--- config.mk ---
export PLATFORM = sky130hd
export DESIGN_NAME = memory_stage_dual
export DESIGN_NICKNAME = d
export VERILOG_FILES = /design/src/rtl/mem_stage_pkg.sv /design/src/rtl/memory_stage_dual_wb_lane_reg.sv /design/src/rtl/memory_stage_dual.sv
export SDC_FILE = /design/constraint.sdc
export NUM_CORES = 1
export LEC_CHECK = 0
export ABC_AREA = 0
export CAP_MARGIN = 40
export CELL_PAD_IN_SITES_DETAIL_PLACEMENT = 0
export CELL_PAD_IN_SITES_GLOBAL_PLACEMENT = 1
export CORE_ASPECT_RATIO = 0.9
export CORE_UTILIZATION = 31
export DETAILED_ROUTE_END_ITERATION = 6
export HOLD_SLACK_MARGIN = 0.1
export PLACE_DENSITY = 0.86
export SLEW_MARGIN = 20
export SYNTH_ARGS = -nofsm -noshare
export SYNTH_HDL_FRONTEND = slang
export SYNTH_SLANG_ARGS = --single-unit
--- constraint.sdc ---
create_clock -name clk -period 4.7 [get_ports clk]
set_clock_uncertainty 0.1 [all_clocks]
set_input_delay 0.94 -clock clk [delete_from_list [all_inputs] [get_ports clk]]
set_output_delay 0.94 -clock clk [all_outputs]
set_load 0.02 [all_outputs]
--- src/rtl/mem_stage_pkg.sv ---
// mem_stage_pkg: shared types for the dual-lane memory stage.
package mem_stage_pkg;
  localparam int DW = 32;
  localparam int RW = 5;
  typedef enum logic {IDLE, SECOND} state_t;
  typedef struct packed {
    logic          regwrite;
    logic          memtoreg;
    logic [DW-1:0] readdata;
    logic [DW-1:0] aluout;
    logic [RW-1:0] writereg;
  } wb_lane_t;
  localparam wb_lane_t WB_BUBBLE = '0;
endpackage

--- src/rtl/memory_stage_dual_wb_lane_reg.sv ---
// wb_lane_reg: MEM/WB register for one lane; reset beats flush beats stall.
module wb_lane_reg
  import mem_stage_pkg::*;
(
  input  logic     clk,
  input  logic     reset,
  input  logic     i_stall,
  input  logic     i_flush,
  input  wb_lane_t i_d,
  output wb_lane_t o_q
);
  always_ff @(posedge clk)
    if (reset || i_flush) o_q <= WB_BUBBLE;
    else if (!i_stall) o_q <= i_d;
endmodule

--- src/rtl/memory_stage_dual.sv ---
// memory_stage_dual: arbitrates two pipeline lanes onto one data memory port, splitting
// dual accesses over two cycles (A first) and owning the MEM/WB register.
module memory_stage_dual
  import mem_stage_pkg::*;
#(
  parameter int DATA_W = 32,
  parameter int ADDR_W = 32,
  parameter int REG_W  = 5
) (
  input  logic              clk,
  input  logic              reset,
  input  logic              StallW,
  input  logic              FlushW,
  input  logic              RegWriteMInA,
  input  logic              MemtoRegMInA,
  input  logic              MemWriteMInA,
  input  logic [DATA_W-1:0] ALUOutMInA,
  input  logic [DATA_W-1:0] WriteDataMInA,
  input  logic [REG_W-1:0]  WriteRegMInA,
  input  logic              RegWriteMInB,
  input  logic              MemtoRegMInB,
  input  logic              MemWriteMInB,
  input  logic [DATA_W-1:0] ALUOutMInB,
  input  logic [DATA_W-1:0] WriteDataMInB,
  input  logic [REG_W-1:0]  WriteRegMInB,
  output logic [ADDR_W-1:0] dmem_addr,
  output logic [DATA_W-1:0] dmem_wdata,
  output logic              dmem_we,
  input  logic [DATA_W-1:0] dmem_rdata,
  output logic              StallM,
  output logic              RegWriteWInA,
  output logic              MemtoRegWInA,
  output logic [DATA_W-1:0] ReadDataWInA,
  output logic [DATA_W-1:0] ALUOutWInA,
  output logic [REG_W-1:0]  WriteRegWInA,
  output logic              RegWriteWInB,
  output logic              MemtoRegWInB,
  output logic [DATA_W-1:0] ReadDataWInB,
  output logic [DATA_W-1:0] ALUOutWInB,
  output logic [REG_W-1:0]  WriteRegWInB
);
  state_t            r_state, w_next;
  logic [DATA_W-1:0] r_hold_rdata;
  logic              w_acc_a, w_acc_b, w_split, w_second, w_use_b, w_bubble;
  wb_lane_t          w_d_a, w_d_b, r_wb_a, r_wb_b;
  always_comb begin
    w_acc_a  = MemWriteMInA | MemtoRegMInA;
    w_acc_b  = MemWriteMInB | MemtoRegMInB;
    w_second = r_state == SECOND;
    w_split  = !w_second && w_acc_a && w_acc_b;
    w_use_b  = w_second || (w_acc_b && !w_acc_a);
    w_next   = w_split ? SECOND : IDLE;
    // a split's first cycle retires nothing; stall still wins so the held W values survive
    w_bubble = FlushW || (w_split && !StallW);
    dmem_addr  = w_use_b ? ALUOutMInB[ADDR_W-1:0] : ALUOutMInA[ADDR_W-1:0];
    dmem_wdata = w_use_b ? WriteDataMInB : WriteDataMInA;
    dmem_we    = (w_use_b ? MemWriteMInB : MemWriteMInA) && !StallW && !FlushW && !reset;
    StallM     = w_split && !reset;
    w_d_a = '{RegWriteMInA, MemtoRegMInA,
              w_second ? r_hold_rdata : (w_acc_a ? dmem_rdata : '0),
              ALUOutMInA, WriteRegMInA};
    w_d_b = '{RegWriteMInB, MemtoRegMInB,
              (w_second || w_acc_b) ? dmem_rdata : '0,
              ALUOutMInB, WriteRegMInB};
  end
  always_ff @(posedge clk)
    if (reset) begin
      r_state      <= IDLE;
      r_hold_rdata <= '0;
    end else if (FlushW) r_state <= IDLE;
    else if (!StallW) begin
      r_state <= w_next;
      if (w_split) r_hold_rdata <= dmem_rdata;
    end
  wb_lane_reg u_lane_a (.clk, .reset, .i_stall(StallW), .i_flush(w_bubble), .i_d(w_d_a), .o_q(r_wb_a));
  wb_lane_reg u_lane_b (.clk, .reset, .i_stall(StallW), .i_flush(w_bubble), .i_d(w_d_b), .o_q(r_wb_b));
  assign RegWriteWInA = r_wb_a.regwrite;
  assign MemtoRegWInA = r_wb_a.memtoreg;
  assign ReadDataWInA = r_wb_a.readdata;
  assign ALUOutWInA   = r_wb_a.aluout;
  assign WriteRegWInA = r_wb_a.writereg;
  assign RegWriteWInB = r_wb_b.regwrite;
  assign MemtoRegWInB = r_wb_b.memtoreg;
  assign ReadDataWInB = r_wb_b.readdata;
  assign ALUOutWInB   = r_wb_b.aluout;
  assign WriteRegWInB = r_wb_b.writereg;
endmodule
==> summary.md <==
The run finished with clean final reports. Initial antenna violation count: 3. The die covers 25380 µm². The post-route netlist has 9.703% of its cells at a drive strength greater than 1. In the global route stage, overall resource usage came out at 20.50%. The worst hold path cell count was 2; the total of endpoints with negative setup slack in the final report was 0.

The critical-path cell with the highest stage delay is sky130_fd_sc_hd__clkdlybuf4s50_1. The largest buffer count on any clock path is 2. In this run the tool buffered the top-level ports with 387 buffer cells. The final worst hold slack came out at 363.1 ps. At the end of routability-driven placement, the weighted congestion stood at 0.8264. The sequential-to-total area share from yosys stat is 45.67%, and the number of max-slew violations in the final report is 0. The worst slack at placement came out at 350.0 ps.

The setup TNS after final layout was 0 ps. For the cell count after synthesis, the log shows 774. The post-detailed-route wirelength per cell came out at 18.32 µm. In this run the clock root is driven by a sky130_fd_sc_hd__clkbuf_16.

The initial detailed-routing violation count was 446. In this run the cell area measured after placement is 11840 µm². During I/O placement, the number of pins put on the boundary was 388. For the total DRC errors in the routed layout, the log shows 0. Measured along the x axis, the die boundary spans 167.8 µm.

The first-pass GRT wire length is 39760 µm. The placement row count is 54. Once placement completed, the tool counted placed cells totaling 1420. Yosys printed 0 warnings. The run gives 4 as the total number of H-tree levels.

The run gives 26610 µm as the sum of routed wire length over all layers. The final layout contains 1311 nets. Counting every net in the synthesized netlist gives 954. The signal on the critical path passes through clkdlybuf4s50_1 > or2_2 > a21oi_4 > buf_4 > mux2_2 > clkdlybuf4s50_1.

The finished layout holds 1453 standard cells, fillers aside. The routed design could run at a clock period as short as 4372 ps. TritonCTS created 17 clock buffers. Average size of a mapped cell: 9.911 µm².

The routed layout has 6953 vias. For the final-report hold violation count, the log shows 0. At the end of the flow the core is filled with cells to 51.49%. After routing the design area is 12490 µm². Setup slack on the critical path of the routed design comes to 327.9 ps. The number of setup buffers added after CTS is 0. The critical path in this run is classified as input port to primary output.

The later pin in the worst-skew pair is clocked with a latency of 420 ps. The number of flops mapped to enable cells by yosys works out to 0. The async set-reset flop share out of synthesis was 0%. TritonCTS built the clock tree. The highest clock frequency the design can meet was 228.7 MHz. Slew of the pin with the lowest slew margin: 707.7 ps. The combined buffer and inverter count along the critical path came out at 3. Across the run, the number of max-cap violations was 0. The required time of the worst setup path came out at 3660 ps.

Most used cell along the critical path: sky130_fd_sc_hd__clkdlybuf4s50_1. The largest fanout on the critical path was 10; the number of hold-repair buffers added at the cts stage was 0. For the worst setup path, the data arrival time is 3330 ps.

The power per standard cell area came out at 308.6 nW/µm². From synthesis to final layout, the design area changed by 62.81%. Dividing the detail-routed via count by the number of cells gives 4.785.

For the count of nets left with antenna violations after detail routing, the log shows 0. For this run, the leading register cell type out of synthesis is sky130_fd_sc_hd__dfxtp_1. For the number of global-route vias before repair, the log shows 6778. The total overflow left after global routing is 0. The first detailed-routing pass took 5 iterations. Yosys mapped the design onto 27 distinct sky130hd cell types.

Cell class contributing the biggest share of worst-path delay: buffers and inverters. Most common library cell in the layout ignoring fill and taps: sky130_fd_sc_hd__clkdlybuf4s50_1. The run gives 3.854 mW as the total power of the final layout. The element type at the critical path start was an input port.

Setup repair after global routing left no endpoint under its margin. The number of fillers in the final layout came out at 2212. Leaving out fill and tap cells, the most frequent cells in the layout are 386 x sky130_fd_sc_hd__clkdlybuf4s50_1, 175 x sky130_fd_sc_hd__dfxtp_1, 110 x sky130_fd_sc_hd__mux2i_1, 81 x sky130_fd_sc_hd__nor2_1, 71 x sky130_fd_sc_hd__nand3b_1. The die span in y came out at 151.2 µm.

STA classifies the critical path endpoint as a primary output. The multi-input combinational cells in the finished layout cover a total of 3861 µm². The starting density of the core was 31.63%. In this run the cell area of the synthesized design comes to 7671 µm².

The wire-length estimate of the detail-placed layout is 19580 µm. The core region is 24260 µm². Maximum number of pins on one net before global-route repair: 72. The clock transition at the registers of the reported paths works out to 70 ps. The sequential cells in the finished layout cover a total of 3503 µm². After clock tree synthesis, the repair step resized 0 gates.

The analysis attributes to cell leakage a power of 4.572 nW. Across the VDD grid, the largest voltage drop is 0.1995 mV. In this run the tightest slew margin relative to its limit is 52.75%. The min-delay analysis places its worst path in the category flop to flop. The post-synthesis register bit count is 175, and the ratio of final minimum period to clock period is 93.02%. The critical path crosses 6 cells after its start point.

The run gives 175 as the clock sink count. The delay of the slowest cell on the worst path is 550 ps. The logic depth of the worst register-to-register path is 5.
## routing by layer
metal | share of wire (%) | global-route usage, % | vias up
met1 | 43 | 25.23 | 3288
met2 | 46 | 32.83 | 232
met5 | 0.10 | 0 | -
li1 | - | - | 3395
met4 | 2.0 | 6.101 | 4
met3 | 8.7 | 8.283 | 34
## cell families after synthesis
family | count (synthesis) | share of synthesized area [%]
muxes | 174 | 23.75
AOI/OAI and AO/OA | 96 | 7.650
buffers and inverters | 68 | 4.176
and+or+nand+nor | 261 | 18.76
DFF | 175 | 45.67
## sequential cells by signal, indices dropped and copies added, names as in the netlist
signal,count
u_lane_b.o_q,71
r_hold_rdata,32
u_lane_a.o_q,71
r_state,1
## cells in the mapped netlist, types with 3 or more instances
library cell               count  area, µm²
sky130_fd_sc_hd__a21oi_1      58      290.3
sky130_fd_sc_hd__a22oi_1      26      195.2
sky130_fd_sc_hd__a31oi_1       6      37.54
sky130_fd_sc_hd__buf_2        22      110.1
sky130_fd_sc_hd__buf_4         4      30.03
sky130_fd_sc_hd__buf_6         3      33.78
sky130_fd_sc_hd__clkbuf_1     38      142.6
sky130_fd_sc_hd__dfxtp_1     175       3503
sky130_fd_sc_hd__mux2_1        9      101.4
sky130_fd_sc_hd__mux2_2       55      619.3
sky130_fd_sc_hd__mux2i_1     110       1101
sky130_fd_sc_hd__nand2_1      39      146.4
sky130_fd_sc_hd__nand2b_1     65      406.6
sky130_fd_sc_hd__nand3b_1     71      533.0
sky130_fd_sc_hd__nor2_1       81      304.0
## path summary, 6_finish.rpt
check / end / start / slack (ps)
worst max-delay path: dmem_addr[3] / MemtoRegMInB / 330
worst min-delay path: u_lane_b.o_q[49]$_SDFFE_PP0N_ / u_lane_b.o_q[49]$_SDFFE_PP0N_ / 360
worst max register to register: r_hold_rdata[12]$_SDFFE_PP0P_ / r_state$_SDFFE_PP0N_ / 2300
worst min register to register: u_lane_b.o_q[49]$_SDFFE_PP0N_ / u_lane_b.o_q[49]$_SDFFE_PP0N_ / 360
## power by group
group | leakage (nW) | switching, mW | internal [mW]
combinational | 2.84 | 0.353 | 0.412
sequential | 1.42 | 0.0237 | 1.53
clock | 0.308 | 0.672 | 0.867
total | 4.57 | 1.05 | 2.81
## worst reg2reg max path, stage by stage (launching register included)
cell                      delay, ps
sky130_fd_sc_hd__dfxtp_1        540
sky130_fd_sc_hd__o21ba_1        330
sky130_fd_sc_hd__buf_4          370
sky130_fd_sc_hd__nor4b_4        300
sky130_fd_sc_hd__buf_4          430
sky130_fd_sc_hd__mux2i_1        260
## cell type report
class                           count  share of cell area, %
Antenna cell                        1                0.02004
Timing Repair Buffer              405                  32.75
Clock inverter                     15                  1.743
Multi-Input combinational cell    531                  30.92
Sequential cell                   175                  28.05
Tap cell                          308                  3.086
Inverter                            1                0.03005
Clock buffer                       17                  3.406
(Power assumes the default switching activity.)
